<file path="src/rtl/frame_draw_pkg.sv">
// rtl/frame_draw_pkg.sv - shared widths, FSM state and pixel type for the frame draw sequencer
package frame_draw_pkg;

  localparam int X_W   = 8;
  localparam int Y_W   = 7;
  localparam int COL_W = 3;

  typedef enum logic [1:0] {
    IDLE,
    BG_DRAW,
    TILE_DRAW,
    DONE
  } state_e;

  typedef struct packed {
    logic [X_W-1:0]   x;
    logic [Y_W-1:0]   y;
    logic [COL_W-1:0] col;
  } pixel_t;

endpackage

</file>
<file path="src/rtl/frame_draw_ctrl_if.sv">
// rtl/frame_draw_ctrl_if.sv - draw-stage and VGA plot port bundle of frame_draw_ctrl
// FRAME_DRAW_CTRL_OVERRUN_EN adds the overrun_cnt status signal.
interface frame_draw_ctrl_if;
  import frame_draw_pkg::*;

  logic [X_W-1:0]   bg_x;
  logic [Y_W-1:0]   bg_y;
  logic [COL_W-1:0] bg_col;
  logic             bg_done;
  logic [X_W-1:0]   tile_x;
  logic [Y_W-1:0]   tile_y;
  logic [COL_W-1:0] tile_col;
  logic             tile_done;
  logic             bg_enable;
  logic             tile_enable;
  logic [X_W-1:0]   vga_x;
  logic [Y_W-1:0]   vga_y;
  logic [COL_W-1:0] vga_colour;
  logic             vga_plot;
  logic             frame_done;
  logic             timeout_err;
`ifdef FRAME_DRAW_CTRL_OVERRUN_EN
  logic [7:0]       overrun_cnt;
`endif

  modport master (
    input  bg_x, bg_y, bg_col, bg_done,
    input  tile_x, tile_y, tile_col, tile_done,
    output bg_enable, tile_enable,
    output vga_x, vga_y, vga_colour, vga_plot,
`ifdef FRAME_DRAW_CTRL_OVERRUN_EN
    output overrun_cnt,
`endif
    output frame_done, timeout_err
  );

  modport slave (
    output bg_x, bg_y, bg_col, bg_done,
    output tile_x, tile_y, tile_col, tile_done,
    input  bg_enable, tile_enable,
    input  vga_x, vga_y, vga_colour, vga_plot,
`ifdef FRAME_DRAW_CTRL_OVERRUN_EN
    input  overrun_cnt,
`endif
    input  frame_done, timeout_err
  );

endinterface

</file>
<file path="src/rtl/frame_tick_gen.sv">
// rtl/frame_tick_gen.sv - free-running frame counter, one-cycle tick at each wrap
module frame_tick_gen #(
  parameter int FRAME_CYCLES = 833334
) (
  input  logic clk,
  input  logic resetn,
  output logic tick
);

  localparam int CW = (FRAME_CYCLES < 2) ? 1 : $clog2(FRAME_CYCLES);

  logic [CW-1:0] cnt_q, cnt_d;
  logic          wrap;

  assign wrap  = (cnt_q == CW'(FRAME_CYCLES - 1));
  assign cnt_d = wrap ? '0 : cnt_q + CW'(1);
  assign tick  = wrap;

  always_ff @(posedge clk or negedge resetn) begin
    if (!resetn) cnt_q <= '0;
    else         cnt_q <= cnt_d;
  end

endmodule

</file>
<file path="src/rtl/frame_draw_ctrl.sv">
// rtl/frame_draw_ctrl.sv - per-frame background-then-tile draw sequencer feeding the VGA plot port
// FRAME_DRAW_CTRL_OVERRUN_EN enables the saturating dropped-tick counter.
module frame_draw_ctrl
  import frame_draw_pkg::*;
#(
  parameter int FRAME_CYCLES  = 833334,
  parameter int BG_LAT        = 2,
  parameter int TILE_LAT      = 1,
  parameter int STAGE_TIMEOUT = 40000
) (
  input  logic              clk,
  input  logic              resetn,
  frame_draw_ctrl_if.master bus
);

  localparam int LAT_MAX = (BG_LAT > TILE_LAT) ? BG_LAT : TILE_LAT;
  localparam int LW      = (LAT_MAX < 1) ? 1 : $clog2(LAT_MAX + 1);
  localparam int SW      = (STAGE_TIMEOUT < 2) ? 1 : $clog2(STAGE_TIMEOUT);

  logic tick;

  frame_tick_gen #(.FRAME_CYCLES(FRAME_CYCLES)) u_tick_gen (
    .clk    (clk),
    .resetn (resetn),
    .tick   (tick)
  );

  state_e        state_q, state_d;
  logic [SW-1:0] stage_cnt_q, stage_cnt_d;
  logic [LW-1:0] lat_q, lat_d;
  logic          plot_q, plot_d;
  pixel_t        pix_q, pix_d;
  logic          timeout_q, timeout_d;

  logic          in_stage, cur_done, lat_ok;
  logic [LW-1:0] cur_lat;
  pixel_t        cur_pix;

  always_comb begin
    in_stage = (state_q == BG_DRAW) || (state_q == TILE_DRAW);
    if (state_q == TILE_DRAW) begin
      cur_done = bus.tile_done;
      cur_lat  = LW'(TILE_LAT);
      cur_pix  = '{x: bus.tile_x, y: bus.tile_y, col: bus.tile_col};
    end else begin
      cur_done = bus.bg_done;
      cur_lat  = LW'(BG_LAT);
      cur_pix  = '{x: bus.bg_x, y: bus.bg_y, col: bus.bg_col};
    end
    lat_ok = (lat_q >= cur_lat);
  end

  // Ticks are only honoured in IDLE; stage exits and timeouts simply ignore them.
  always_comb begin
    state_d     = state_q;
    stage_cnt_d = stage_cnt_q + SW'(1);
    lat_d       = (lat_q == LW'(LAT_MAX)) ? lat_q : lat_q + LW'(1);
    timeout_d   = timeout_q;
    plot_d      = in_stage && lat_ok && !cur_done;
    pix_d       = plot_d ? cur_pix : pix_q;
    case (state_q)
      IDLE: begin
        stage_cnt_d = '0;
        lat_d       = '0;
        if (tick) state_d = BG_DRAW;
      end
      BG_DRAW, TILE_DRAW: begin
        if (cur_done && lat_ok) begin
          state_d     = (state_q == BG_DRAW) ? TILE_DRAW : DONE;
          stage_cnt_d = '0;
          lat_d       = '0;
        end else if (!cur_done && stage_cnt_q == SW'(STAGE_TIMEOUT - 1)) begin
          state_d   = DONE;
          timeout_d = 1'b1;
        end
      end
      DONE: begin
        stage_cnt_d = '0;
        lat_d       = '0;
        state_d     = IDLE;
      end
      default: state_d = IDLE;
    endcase
  end

  always_ff @(posedge clk or negedge resetn) begin
    if (!resetn) begin
      state_q     <= IDLE;
      stage_cnt_q <= '0;
      lat_q       <= '0;
      plot_q      <= 1'b0;
      pix_q       <= '0;
      timeout_q   <= 1'b0;
    end else begin
      state_q     <= state_d;
      stage_cnt_q <= stage_cnt_d;
      lat_q       <= lat_d;
      plot_q      <= plot_d;
      pix_q       <= pix_d;
      timeout_q   <= timeout_d;
    end
  end

`ifdef FRAME_DRAW_CTRL_OVERRUN_EN
  logic [7:0] ovr_q, ovr_d;

  assign ovr_d = (tick && state_q != IDLE && ovr_q != 8'hFF) ? ovr_q + 8'd1 : ovr_q;

  always_ff @(posedge clk or negedge resetn) begin
    if (!resetn) ovr_q <= '0;
    else         ovr_q <= ovr_d;
  end

  assign bus.overrun_cnt = ovr_q;
`endif

  assign bus.bg_enable   = (state_q == BG_DRAW);
  assign bus.tile_enable = (state_q == TILE_DRAW);
  assign bus.frame_done  = (state_q == DONE);
  assign bus.timeout_err = timeout_q;
  assign bus.vga_plot    = plot_q;
  assign bus.vga_x       = pix_q.x;
  assign bus.vga_y       = pix_q.y;
  assign bus.vga_colour  = pix_q.col;

endmodule

</file>
<file path="src/flat_wrapper.sv">
// flat-port wrapper written by rule: the top's interface ports become plain ports
module frame_draw_ctrl_flat import frame_draw_pkg::*;
#(
  parameter int FRAME_CYCLES  = 833334,
  parameter int BG_LAT        = 2,
  parameter int TILE_LAT      = 1,
  parameter int STAGE_TIMEOUT = 40000
)
  (clk, resetn, bus_bg_x, bus_bg_y, bus_bg_col, bus_bg_done, bus_tile_x, bus_tile_y, bus_tile_col, bus_tile_done, bus_bg_enable, bus_tile_enable, bus_vga_x, bus_vga_y, bus_vga_colour, bus_vga_plot, bus_frame_done, bus_timeout_err);
  frame_draw_ctrl_if bus_i ();
  input  logic clk;
  input  logic resetn;
  input wire logic [$bits(bus_i.bg_x)-1:0] bus_bg_x;
  input wire logic [$bits(bus_i.bg_y)-1:0] bus_bg_y;
  input wire logic [$bits(bus_i.bg_col)-1:0] bus_bg_col;
  input wire logic [$bits(bus_i.bg_done)-1:0] bus_bg_done;
  input wire logic [$bits(bus_i.tile_x)-1:0] bus_tile_x;
  input wire logic [$bits(bus_i.tile_y)-1:0] bus_tile_y;
  input wire logic [$bits(bus_i.tile_col)-1:0] bus_tile_col;
  input wire logic [$bits(bus_i.tile_done)-1:0] bus_tile_done;
  output wire logic [$bits(bus_i.bg_enable)-1:0] bus_bg_enable;
  output wire logic [$bits(bus_i.tile_enable)-1:0] bus_tile_enable;
  output wire logic [$bits(bus_i.vga_x)-1:0] bus_vga_x;
  output wire logic [$bits(bus_i.vga_y)-1:0] bus_vga_y;
  output wire logic [$bits(bus_i.vga_colour)-1:0] bus_vga_colour;
  output wire logic [$bits(bus_i.vga_plot)-1:0] bus_vga_plot;
  output wire logic [$bits(bus_i.frame_done)-1:0] bus_frame_done;
  output wire logic [$bits(bus_i.timeout_err)-1:0] bus_timeout_err;
  assign bus_i.bg_x = bus_bg_x;
  assign bus_i.bg_y = bus_bg_y;
  assign bus_i.bg_col = bus_bg_col;
  assign bus_i.bg_done = bus_bg_done;
  assign bus_i.tile_x = bus_tile_x;
  assign bus_i.tile_y = bus_tile_y;
  assign bus_i.tile_col = bus_tile_col;
  assign bus_i.tile_done = bus_tile_done;
  assign bus_bg_enable = bus_i.bg_enable;
  assign bus_tile_enable = bus_i.tile_enable;
  assign bus_vga_x = bus_i.vga_x;
  assign bus_vga_y = bus_i.vga_y;
  assign bus_vga_colour = bus_i.vga_colour;
  assign bus_vga_plot = bus_i.vga_plot;
  assign bus_frame_done = bus_i.frame_done;
  assign bus_timeout_err = bus_i.timeout_err;
  frame_draw_ctrl #(.FRAME_CYCLES(FRAME_CYCLES), .BG_LAT(BG_LAT), .TILE_LAT(TILE_LAT), .STAGE_TIMEOUT(STAGE_TIMEOUT)) u_core (.clk(clk), .resetn(resetn), .bus(bus_i));
endmodule
</file>
<file path="config.mk">
export PLATFORM = sky130hd
export DESIGN_NAME = frame_draw_ctrl_flat
export DESIGN_NICKNAME = d
export VERILOG_FILES = /design/src/rtl/frame_draw_pkg.sv /design/src/rtl/frame_draw_ctrl_if.sv /design/src/rtl/frame_tick_gen.sv /design/src/rtl/frame_draw_ctrl.sv /design/src/flat_wrapper.sv
export SDC_FILE = /design/constraint.sdc
export NUM_CORES = 1
export LEC_CHECK = 0
export ABC_AREA = 1
export CAP_MARGIN = 10
export CORE_ASPECT_RATIO = 0.5
export CORE_MARGIN = 4
export CORE_UTILIZATION = 40
export DETAILED_ROUTE_END_ITERATION = 10
export PLACE_DENSITY = 0.73
export SYNTH_ARGS = -nofsm -noshare
export SYNTH_HDL_FRONTEND = slang
export SYNTH_HIERARCHICAL = 1
export SYNTH_SLANG_ARGS = --single-unit
</file>
<file path="constraint.sdc">
create_clock -name clk -period 2.1 [get_ports clk]
set_input_delay 0.42 -clock clk [delete_from_list [all_inputs] [get_ports clk]]
set_output_delay 0.42 -clock clk [all_outputs]
set_load 0.02 [all_outputs]
</file>
Word-level counts from Yosys, hierarchy flattened
Index checks and enable logic that the tools add are counted.
{"block": "totals", "elab_cells": 48, "in_bits": 40, "ff_bits": 60}
{"block": "classes", "n_mux": 14, "add_sub_neg": 3, "n_eq_ne": 9, "n_bitwise": 1, "n_reduce_logical": 11, "magnitude_cmp": 1}
{"cell": "$pmux W16 S2", "count": 1}
{"cell": "$add A20 B1 Y20 const B", "count": 1}
{"cell": "$eq A20 B20 Y1 const B", "count": 1}
{"cell": "$mux W20", "count": 1}
{"cell": "$mux W18", "count": 1}
{"cell": "$add A16 B1 Y16 const B", "count": 1}
{"cell": "$eq A16 B16 Y1 const B", "count": 1}
{"cell": "$mux W16", "count": 1}
{"cell": "$mux W2", "count": 6}
{"cell": "$eq A2 B2 Y1 const B", "count": 3}
{"cell": "$pmux W2 S3", "count": 1}
{"cell": "$logic_and A1 B1 Y1", "count": 4}
{"cell": "$pmux W2 S2", "count": 1}
{"cell": "$reduce_or A2 Y1", "count": 2}
{"cell": "$ne A3 B1 Y1 const B", "count": 1}
{"cell": "$ne A3 B3 Y1 const B", "count": 1}
{"cell": "$reduce_and A3 Y1", "count": 1}
{"cell": "$add A2 B1 Y2 const B", "count": 1}
{"cell": "$eq A2 B1 Y1 const B", "count": 1}
{"cell": "$ge A2 B2 Y1", "count": 1}
{"cell": "$logic_not A2 Y1", "count": 1}
{"cell": "$mux W1", "count": 2}
{"cell": "$ne A2 B2 Y1 const B", "count": 1}
{"cell": "$reduce_and A2 Y1", "count": 1}
{"cell": "3 further kinds", "count": 3}

Logic depth before layout (Yosys ltp)
Gate-level depths: netlist (run 1).
{"block": "depth", "ltp_word": 7, "mapped_depth": 12, "mapped_depth_nobuf": 12}

By module
Netlist (run 1), hierarchy kept.
{"module": "frame_draw_ctrl", "n_inst": 1, "area_per_inst_um2": 2155.8, "seq_area_each_um2": 1001.0, "cells_each": 250}
{"module": "frame_tick_gen", "n_inst": 1, "area_per_inst_um2": 1186.1, "seq_area_each_um2": 500.5, "cells_each": 158}

Worst setup path after synthesis (run 1)
No wires, ideal clock.
{"block": "synth_path", "path_kind": "register -> register", "startpoint": "register u_core.state_q[0]", "endpoint": "register u_core.pix_q, in the netlist u_core/bus.vga_colour[0]", "path_stages_with_launch": 12, "slack_ns": 0.168, "period_less_slack_ns": 1.932, "arrival_ns": 1.814, "required_time_ns": 1.981, "path_cell_list": "dfrtp_1 -> inv_1 -> ha_1 -> ha_1 -> inv_1 -> nand2_1 -> nand2_1 -> nand2_2 -> nand2_2 -> nor2_8 -> buf_4 -> o21a_1"}
{"block": "synth_via", "elab_chain_len": 5, "elab_cells_between_ends": 10, "classes_between": "order compare (1); eq/ne (2); mux (3); reduce/logical (4)"}
{"element": "from (decl)", "line": "frame_draw_ctrl.sv:28", "rtl": "state_e state_q, state_d;"}
{"element": "from (signal assigned)", "line": "frame_draw_ctrl.sv:95", "rtl": "state_q <= state_d;"}
{"element": "$eq A2 B2 Y1 *"}
{"element": "net bus_tile_enable", "line": "flat_wrapper.sv:22", "rtl": "output wire logic [$bits(bus_i.tile_enable)-1:0] bus_tile_enable;"}
{"element": "$mux W2", "line": "frame_draw_ctrl.sv:41", "rtl": "if (state_q == TILE_DRAW) begin"}
{"element": "$ge A2 B2 Y1", "line": "frame_draw_ctrl.sv:50", "rtl": "lat_ok = (lat_q >= cur_lat);"}
{"element": "$logic_and A1 B1 Y1", "line": "frame_draw_ctrl.sv:59", "rtl": "plot_d = in_stage && lat_ok && !cur_done;"}
{"element": "$logic_and A1 B1 Y1 *", "line": "frame_draw_ctrl.sv:59"}
{"element": "net u_core.plot_d", "line": "frame_draw_ctrl.sv:31", "rtl": "logic plot_q, plot_d;"}
{"element": "to (signal assigned)", "line": "frame_draw_ctrl.sv:99", "rtl": "pix_q <= pix_d;"}
{"element": "to (decl)", "line": "frame_draw_ctrl.sv:32", "rtl": "pixel_t pix_q, pix_d;"}
Mark *: on every way through the listed nets, which the timed path passes. The rest lies on a longest branch.
A chain may end at the register's enable or synchronous reset.

Worst setup path after layout (run 1)
{"block": "layout_path", "startpoint": "register u_core.state_q[0]", "endpoint": "output port bus_frame_done"}
{"block": "layout_via", "elab_chain_len": 1}
{"element": "$eq A2 B2 Y1", "line": "frame_draw_ctrl.sv:119", "rtl": "assign bus.frame_done = (state_q == DONE);"}
{"element": "to (decl)", "line": "flat_wrapper.sv:27", "rtl": "output wire logic [$bits(bus_i.frame_done)-1:0] bus_frame_done;"}
No other way between the ends.

==> results of run 1 <==
## flip-flops by register name (all words and copies together), names as in the netlist
signal                   count
u_core/bus.timeout_err       1
u_core/bus.vga_colour        3
u_core/bus.vga_plot          1
u_core/bus.vga_x             8
u_core/bus.vga_y             7
u_core/lat_q                 2
u_core/stage_cnt_q          16
u_core/state_q               2
u_core/u_tick_gen/cnt_q     20
## kinds of logic after synthesis
group	synth area share, %
DFF	44.93
and+or+nand+nor	30.66
buffers and inverters	6.214
xor gates and xnor gates	4.455
adders and majority gates	3.744
AOI/OAI and AO/OA	9.996
## stage by stage
stage / util [%] / instances
after floorplan: - / 408
after global placement: 51.04 / 583
after detailed placement: 51.04 / 583
after CTS: 54.75 / 599
after global routing: 55.36 / 605
final: 55.36 / 605
## cells in the mapped netlist (all sizes together)
library cell,count
nor2,108
nand2,71
dfrtp,60
inv,40
o21ai,24
nand3,23
o21a,18
xor2,15
a21oi,10
ha,10
nor3,8
buf,6
nand4,4
and2,3
or2,2
xnor2,2
and3,1
clkbuf,1
o211a,1
o21bai,1
## area by class of cell
class | count | share of cell area [%]
timing repair buffer | 75 | 16.21
multi-input combinational | 302 | 36.86
sequential | 60 | 33.66
tap | 112 | 3.142
clock buffer | 16 | 6.760
inverter | 40 | 3.366
## power by group
group          leakage (nW)  internal, mW  switching, mW  total (mW)
clock                 0.149         0.959          0.477        1.44
sequential            0.805          1.18        0.00940        1.19
combinational          1.03         0.111         0.0776       0.189
total                  1.99          2.25          0.564        2.81
## cell usage in the layout, fill, tap and decap left out, types with 10 or more instances in the layout
master / count
nor2_1: 96
dfrtp_1: 60
clkdlybuf4s50_1: 59
nand2_1: 59
inv_1: 36
nand3_1: 22
o21a_1: 18
xor2_1: 15
o21ai_1: 15
buf_4: 12
nand2_2: 10
ha_1: 10
## worst max-delay path: stages (launching register included)
cell and delay, ns:
dfrtp_1 0.37, buf_4 0.14, ha_1 0.18, clkdlybuf4s50_1 0.53
## worst paths after layout
kind,startpoint,slack (ns),depth (start not counted),endpoint
setup / recovery,u_core/state_q[0]$_DFFE_PN0P_,0.14,3,bus_frame_done
hold / removal,resetn,0.08,2,u_core/u_tick_gen/cnt_q[18]$_DFF_PN0_
min in group clk,u_core/stage_cnt_q[0]$_DFF_PN0_,0.47,1,u_core/stage_cnt_q[0]$_DFF_PN0_
max in group asynchronous,resetn,1.74,2,u_core/stage_cnt_q[9]$_DFF_PN0_
setup reg to reg,u_core/state_q[0]$_DFFE_PN0P_,0.16,11,u_core/bus.vga_x[5]$_DFFE_PN0P_
hold reg to reg,u_core/stage_cnt_q[0]$_DFF_PN0_,0.47,1,u_core/stage_cnt_q[0]$_DFF_PN0_
## metal layers
layer	global-route usage [%]	vias to the layer above	share of wire, %
met5	0	-	0
met4	5.642	0	1.6
met3	5.028	13	3.8
met2	28.54	56	51
met1	19.92	1324	44
li1	-	1452	-
## timing repair
item,4_1_cts,5_1_grt
endpoints found under the setup margin,2,17
gates resized for setup,2,0
gates cloned,0,1
pin swaps,0,2
hold buffers,0,0
setup buffers,0,5
==> flow_summary.rst, run 1 <==
.. list-table::
   :header-rows: 1

   * - Metric
     - Value
   * - Final Hold Violating Endpoints
     - 0
   * - Synth area leaders
     - dfrtp_1 (45%), nor2_1 (11%), nand2_1 (6.6%), inv_1 (4.0%), o21a_1 (4.0%)
   * - Final antenna diode count
     - 0
   * - Synthesis-stage register bit count
     - 60
   * - Final RePlAce weighted congestion
     - roughly 0.84
   * - Setup total negative slack
     - 0 ns
   * - Total of buffers placed on input and output ports
     - between 60 and 70
   * - Floorplan die area
     - ~10000 um2
   * - WP data arrival
     - 1.54 ns
   * - Post-route minimum period
     - slightly below 2 ns
   * - Root buffer cell
     - clkbuf_16
   * - Half-perimeter wire length after placement
     - ~5.6 mm
   * - Portion of the post-synthesis area used by sequential elements
     - 44.93%
   * - Count of yosys warnings during synthesis
     - 6
   * - Dpl cell area
     - ~4100 um2
   * - DRC violations left
     - 0
   * - Clock-pin slew on the worst setup and hold paths
     - 0.05 ns
   * - Reg area
     - 1501 um2
   * - Number of sinks on the clock net
     - 60
   * - DRC marker count from the first detailed-route iteration
     - approximately 160
   * - Peak Freq
     - 509.2 MHz
   * - GR Overflow Total
     - 0
   * - Share of Yosys cell area claimed by the top area cell type
     - 44.93%
   * - Largest net degree at the start of global routing
     - 61
   * - Number of search-and-repair iterations in the first detailed-routing pass
     - 4
   * - Width of the die
     - between 100 and 150 um
   * - Global-route wire length before repair
     - 12.80 mm
   * - Number of antenna violations at the first check in global routing
     - 0
   * - Post-layout nets
     - 538
   * - Area growth from synthesis to final layout
     - 33.47%
   * - Status
     - complete, no violations
   * - Maximum net fanout on the critical path
     - 3
   * - PwrDens
     - between 600 and 700 nW/um2
   * - Overall die height
     - 72.64 um
   * - Buffer levels on the longest clock path
     - 2
   * - Maxcap violations
     - 0
   * - Critical Setup Path Class
     - reg2out
   * - Per-instance average area after synthesis
     - 8.191 um2
   * - Area occupied by multi-input gates
     - 1644 um2
   * - Fraction of final layout cells with drive strength greater than 1
     - a little over an eighth
   * - Peak VDD IR
     - ~0.41 mV
   * - Clock insertion delay at the later pin of the skew report
     - 0.32 ns
   * - Cell type contributing the most total cell area after synthesis
     - dfrtp_1
   * - Netlist area before placement
     - ~3300 um2
   * - Max-Slew Margin vs Limit
     - 75.12%
   * - Area of the core
     - 8058 um2
   * - Via count of the routed design
     - approximately 2.8k
   * - Worst Setup Slack post-DPL
     - 0.1134 ns
   * - Remaining antenna violation count after routing
     - 0
   * - Detail-routed via count per cell
     - 4.702
   * - All-layer global routing usage
     - 16.54%
   * - Final hold slack
     - 0.07970 ns
   * - Final count of pins violating max slew
     - 0
   * - Mapped Cells
     - 408
   * - Startpoint type of the worst setup path
     - register
   * - TritonCTS clock tree
     - done
   * - Post-route standard cell area excluding fillers
     - 4461 um2
   * - Total I/O pin count
     - 63
   * - Routed wirelength normalized by instance count
     - 12.90 um
   * - Total Power Consumption
     - roughly 2.8 mW
   * - Worst min-delay path category
     - in2async
   * - Finish-stage setup viols
     - 0
   * - Count of distinct cell types in the synthesized netlist
     - 34
   * - CTS H-tree depth
     - 3
   * - P_leak
     - a little under 2 nW
   * - Worst endpoint required time
     - 1.68 ns
   * - Initial cell density of the core
     - 41.48%
   * - Clk_skew
     - 0.004865 ns
   * - Number of global-route vias before repair
     - 2757
   * - Final wirelength
     - 7.802 mm
   * - Slew at the pin with the worst max-slew slack
     - between 0.3 and 0.4 ns
   * - Total CTS buffers
     - 9
   * - Number of rows created at floorplan
     - 23
   * - Final cycle utilization of the critical path
     - between 90% and 100%
   * - Critical Path Sink Type
     - primary output
   * - Final-layout fill cell count
     - 749
   * - Worst setup slack after layout
     - 0.1363 ns
   * - Net count of the mapped netlist
     - 458
Power figures use the tool's default switching activity.
==> inputs of run 2 (changes only) <==
--- a/config.mk
+++ b/config.mk
@@ -12,6 +12,7 @@
 export CORE_UTILIZATION = 40
 export DETAILED_ROUTE_END_ITERATION = 10
 export PLACE_DENSITY = 0.73
+export RECOVER_POWER = 50
 export SYNTH_ARGS = -nofsm -noshare
 export SYNTH_HDL_FRONTEND = slang
 export SYNTH_HIERARCHICAL = 1
==> run 2 against run 1 <==
Net effect:
- flip-flop and latch count unchanged
- setup slack about the same
- highest routed layer unchanged
- non-clock buffer count unchanged
- sequential share of layout area increased by 0.23 points
- register-to-register slack about the same
- hold slack improved by 0.39 ns
- core utilization decreased by 0.37 points
==> flow_summary.rst, run 2 (synthesized netlist as in run 1, its figures left out) <==
.. list-table::
   :header-rows: 1

   * - Metric
     - Value
   * - Status
     - complete, no violations (unchanged)
   * - Area growth from synthesis to final layout
     - 32.57% (was 33.47%)
   * - Switching pwr
     - 0.5616 mW (was 0.5645 mW)
   * - Half-perimeter wire length after placement
     - 5.580 mm (unchanged)
   * - Number of rows created at floorplan
     - 23 (unchanged)
   * - Fraction of final layout cells with drive strength greater than 1
     - 12.17% (was 13.18%)
   * - Overall die height
     - 72.64 um (unchanged)
   * - Clk_skew
     - 0.004181 ns (was 0.004865 ns)
   * - Peak Freq
     - 509.3 MHz (was 509.2 MHz)
   * - Number of sinks on the clock net
     - 60 (unchanged)
   * - Total of buffers placed on input and output ports
     - 62 (unchanged)
   * - Number of search-and-repair iterations in the first detailed-routing pass
     - 4 (unchanged)
   * - P_leak
     - 1.984 nW (was 1.988 nW)
   * - GR Overflow Total
     - 0 (unchanged)
   * - Root buffer cell
     - clkbuf_16 (unchanged)
   * - Buffer levels on the longest clock path
     - 2 (unchanged)
   * - Final cycle utilization of the critical path
     - 93.50% (was 93.51%)
   * - Worst Reg-to-Reg Cells
     - 11 (unchanged)
   * - Switching share of total power
     - 20.02% (was 20.08%)
   * - Post-layout nets
     - 538 (unchanged)
   * - Area of the core
     - 8058 um2 (unchanged)
   * - Number of antenna violations at the first check in global routing
     - 0 (unchanged)
   * - Final hold slack
     - 0.4672 ns (was 0.07970 ns)
   * - Most common cell after layout, fill and taps aside
     - nor2_1 (unchanged)
   * - Worst endpoint required time
     - 1.68 ns (about the same)
   * - Final RePlAce weighted congestion
     - 0.8415 (unchanged)
   * - Largest register by flop count
     - u_core/u_tick_gen/cnt_q (unchanged)
   * - Slew at the pin with the worst max-slew slack
     - 1.459 ns (was 0.3718 ns)
   * - # hold bufs at CTS
     - 0 (unchanged)
   * - Detail-routed via count per cell
     - 4.722 (was 4.702)
   * - Maximum net fanout on the critical path
     - 3 (unchanged)
   * - Critical Path Sink Type
     - primary output (unchanged)
   * - Final count of pins violating max slew
     - 0 (unchanged)
   * - Startpoint type of the worst setup path
     - register (unchanged)
   * - Comb power frac
     - 6.6% (was 6.7%)
   * - Max reg flops
     - 20 (unchanged)
   * - Leading cell types in the layout, fill and taps excluded
     - nor2_1 (99), nand2_1 (60), dfrtp_1 (60) (was nor2_1 (96), dfrtp_1 (60), clkdlybuf4s50_1 (59), nand2_1 (59), inv_1 (36))
   * - TritonCTS clock tree
     - done (unchanged)
   * - Post-route minimum period
     - 1.964 ns (about the same)
   * - Largest net degree at the start of global routing
     - 61 (unchanged)
   * - Floorplan die area
     - 9970 um2 (unchanged)
   * - Post-route standard cell area excluding fillers
     - 4431 um2 (was 4461 um2)
   * - Peak VDD IR
     - 0.4084 mV (was 0.4086 mV)
   * - Width of the die
     - 137.3 um (unchanged)
   * - WP data arrival
     - 1.54 ns (about the same)
   * - Max-Slew Margin vs Limit
     - 2.704% (was 75.12%)
   * - Pint
     - 2.243 mW (was 2.247 mW)
   * - Non-Filler Instances
     - 605 (unchanged)
   * - Worst Setup Slack post-DPL
     - 0.1134 ns (unchanged)
   * - Clock insertion delay at the later pin of the skew report
     - 0.32 ns (about the same)
   * - Critical Setup Path Class
     - reg2out (unchanged)
   * - Number of global-route vias before repair
     - 2757 (unchanged)
   * - Final wirelength
     - 7.794 mm (was 7.802 mm)
   * - Final antenna diode count
     - 0 (unchanged)
   * - Hold depth
     - 1
   * - DRC violations left
     - 0 (unchanged)
   * - Via count of the routed design
     - 2857 (was 2845)
   * - Clock-pin slew on the worst setup and hold paths
     - 0.05 ns (about the same)
   * - Final Hold Violating Endpoints
     - 0 (unchanged)
   * - # placed instances
     - 583 (unchanged)
   * - Worst setup slack after layout
     - 0.1364 ns (was 0.1363 ns)
   * - Initial cell density of the core
     - 41.48% (unchanged)
   * - Global-route wire length before repair
     - 12.80 mm (unchanged)
   * - DRC marker count from the first detailed-route iteration
     - 155 (unchanged)
   * - Finished Core Util
     - 54.98% (was 55.36%)
   * - Total CTS buffers
     - 9 (unchanged)
   * - Routed wirelength normalized by instance count
     - 12.88 um (was 12.90 um)
   * - Clock share of power
     - 51.1% (about the same)
   * - PwrDens
     - 633.1 nW/um2 (was 630.2 nW/um2)
   * - CTS H-tree depth
     - 3 (unchanged)
   * - Finish-stage setup viols
     - 0 (unchanged)
   * - Maxcap violations
     - 0 (unchanged)
   * - Total I/O pin count
     - 63 (unchanged)
   * - Worst min-delay path category
     - reg2reg (was in2async)
   * - All-layer global routing usage
     - 16.54% (unchanged)
   * - Remaining antenna violation count after routing
     - 0 (unchanged)
   * - Seq pwr share
     - 42.3% (was 42.2%)
   * - Dpl cell area
     - 4113 um2 (unchanged)
## run 2: changes by cell type in the layout (fill, tap and decap cells not counted), sizes merged
cell,delta
clkbuf,+1
buf,-1
## run 2: worst max-delay path: stages, from the launching register on
cell             delay, ns
dfrtp_1               0.37
buf_4                 0.14
ha_1                  0.18
clkdlybuf4s50_1       0.53
## run 2: what timing repair did
action                     4_1_cts  5_1_grt
pin swaps                        0        2
buffers inserted                 0        5
cloned                           0        1
setup endpoints to repair        2       17
gates resized for setup          2        0
## run 2: cell type report
type / count / area, um2
Inverter: 40 / 150.1
Clock buffer: 16 / 301.5
Timing Repair Buffer: 75 / 708.2
Fill cell: 752 / 3627
Sequential cell: 60 / 1501
Tap cell: 112 / 140.1
Multi-Input combinational cell: 302 / 1629
## run 2: worst paths after layout
path,startpoint,to,slack [ns]
hold / removal,u_core/stage_cnt_q[0]$_DFF_PN0_,u_core/stage_cnt_q[0]$_DFF_PN0_,0.47
setup reg to reg,u_core/state_q[0]$_DFFE_PN0P_,u_core/bus.vga_x[5]$_DFFE_PN0P_,0.16
setup / recovery,u_core/state_q[0]$_DFFE_PN0P_,bus_frame_done,0.14
max in group asynchronous,resetn,u_core/stage_cnt_q[9]$_DFF_PN0_,0.70
min in group asynchronous,resetn,u_core/u_tick_gen/cnt_q[18]$_DFF_PN0_,0.51
hold reg to reg,u_core/stage_cnt_q[0]$_DFF_PN0_,u_core/stage_cnt_q[0]$_DFF_PN0_,0.47
## run 2: per-stage QoR
step,total power [mW],TNS (ns)
3_3_place_gp,1.394,0
4_1_cts,2.850,0
5_1_grt,2.904,-0.002168
2_1_floorplan,1.252,0
3_5_place_dp,1.395,0
6_report,2.805,0
## run 2: power groups by stage
stage | Sequential [mW] | Clock, mW | Combinational (mW)
4_1_cts | 1.19 | 1.47 | 0.192
6_report | 1.19 | 1.43 | 0.185
2_1_floorplan | 1.23 | 0 | 0.0257
3_3_place_gp | 1.20 | 0 | 0.191
5_1_grt | 1.19 | 1.52 | 0.200
3_5_place_dp | 1.20 | 0 | 0.191
## run 2: per-layer routing
metal / GRT usage, % / up-vias / wire length (um)
met2: 28.54 / 52 / 3934
met3: 5.028 / 19 / 257
met5: 0 / - / 0
li1: - / 1452 / -
met1: 19.92 / 1334 / 3444
met4: 5.642 / 0 / 158
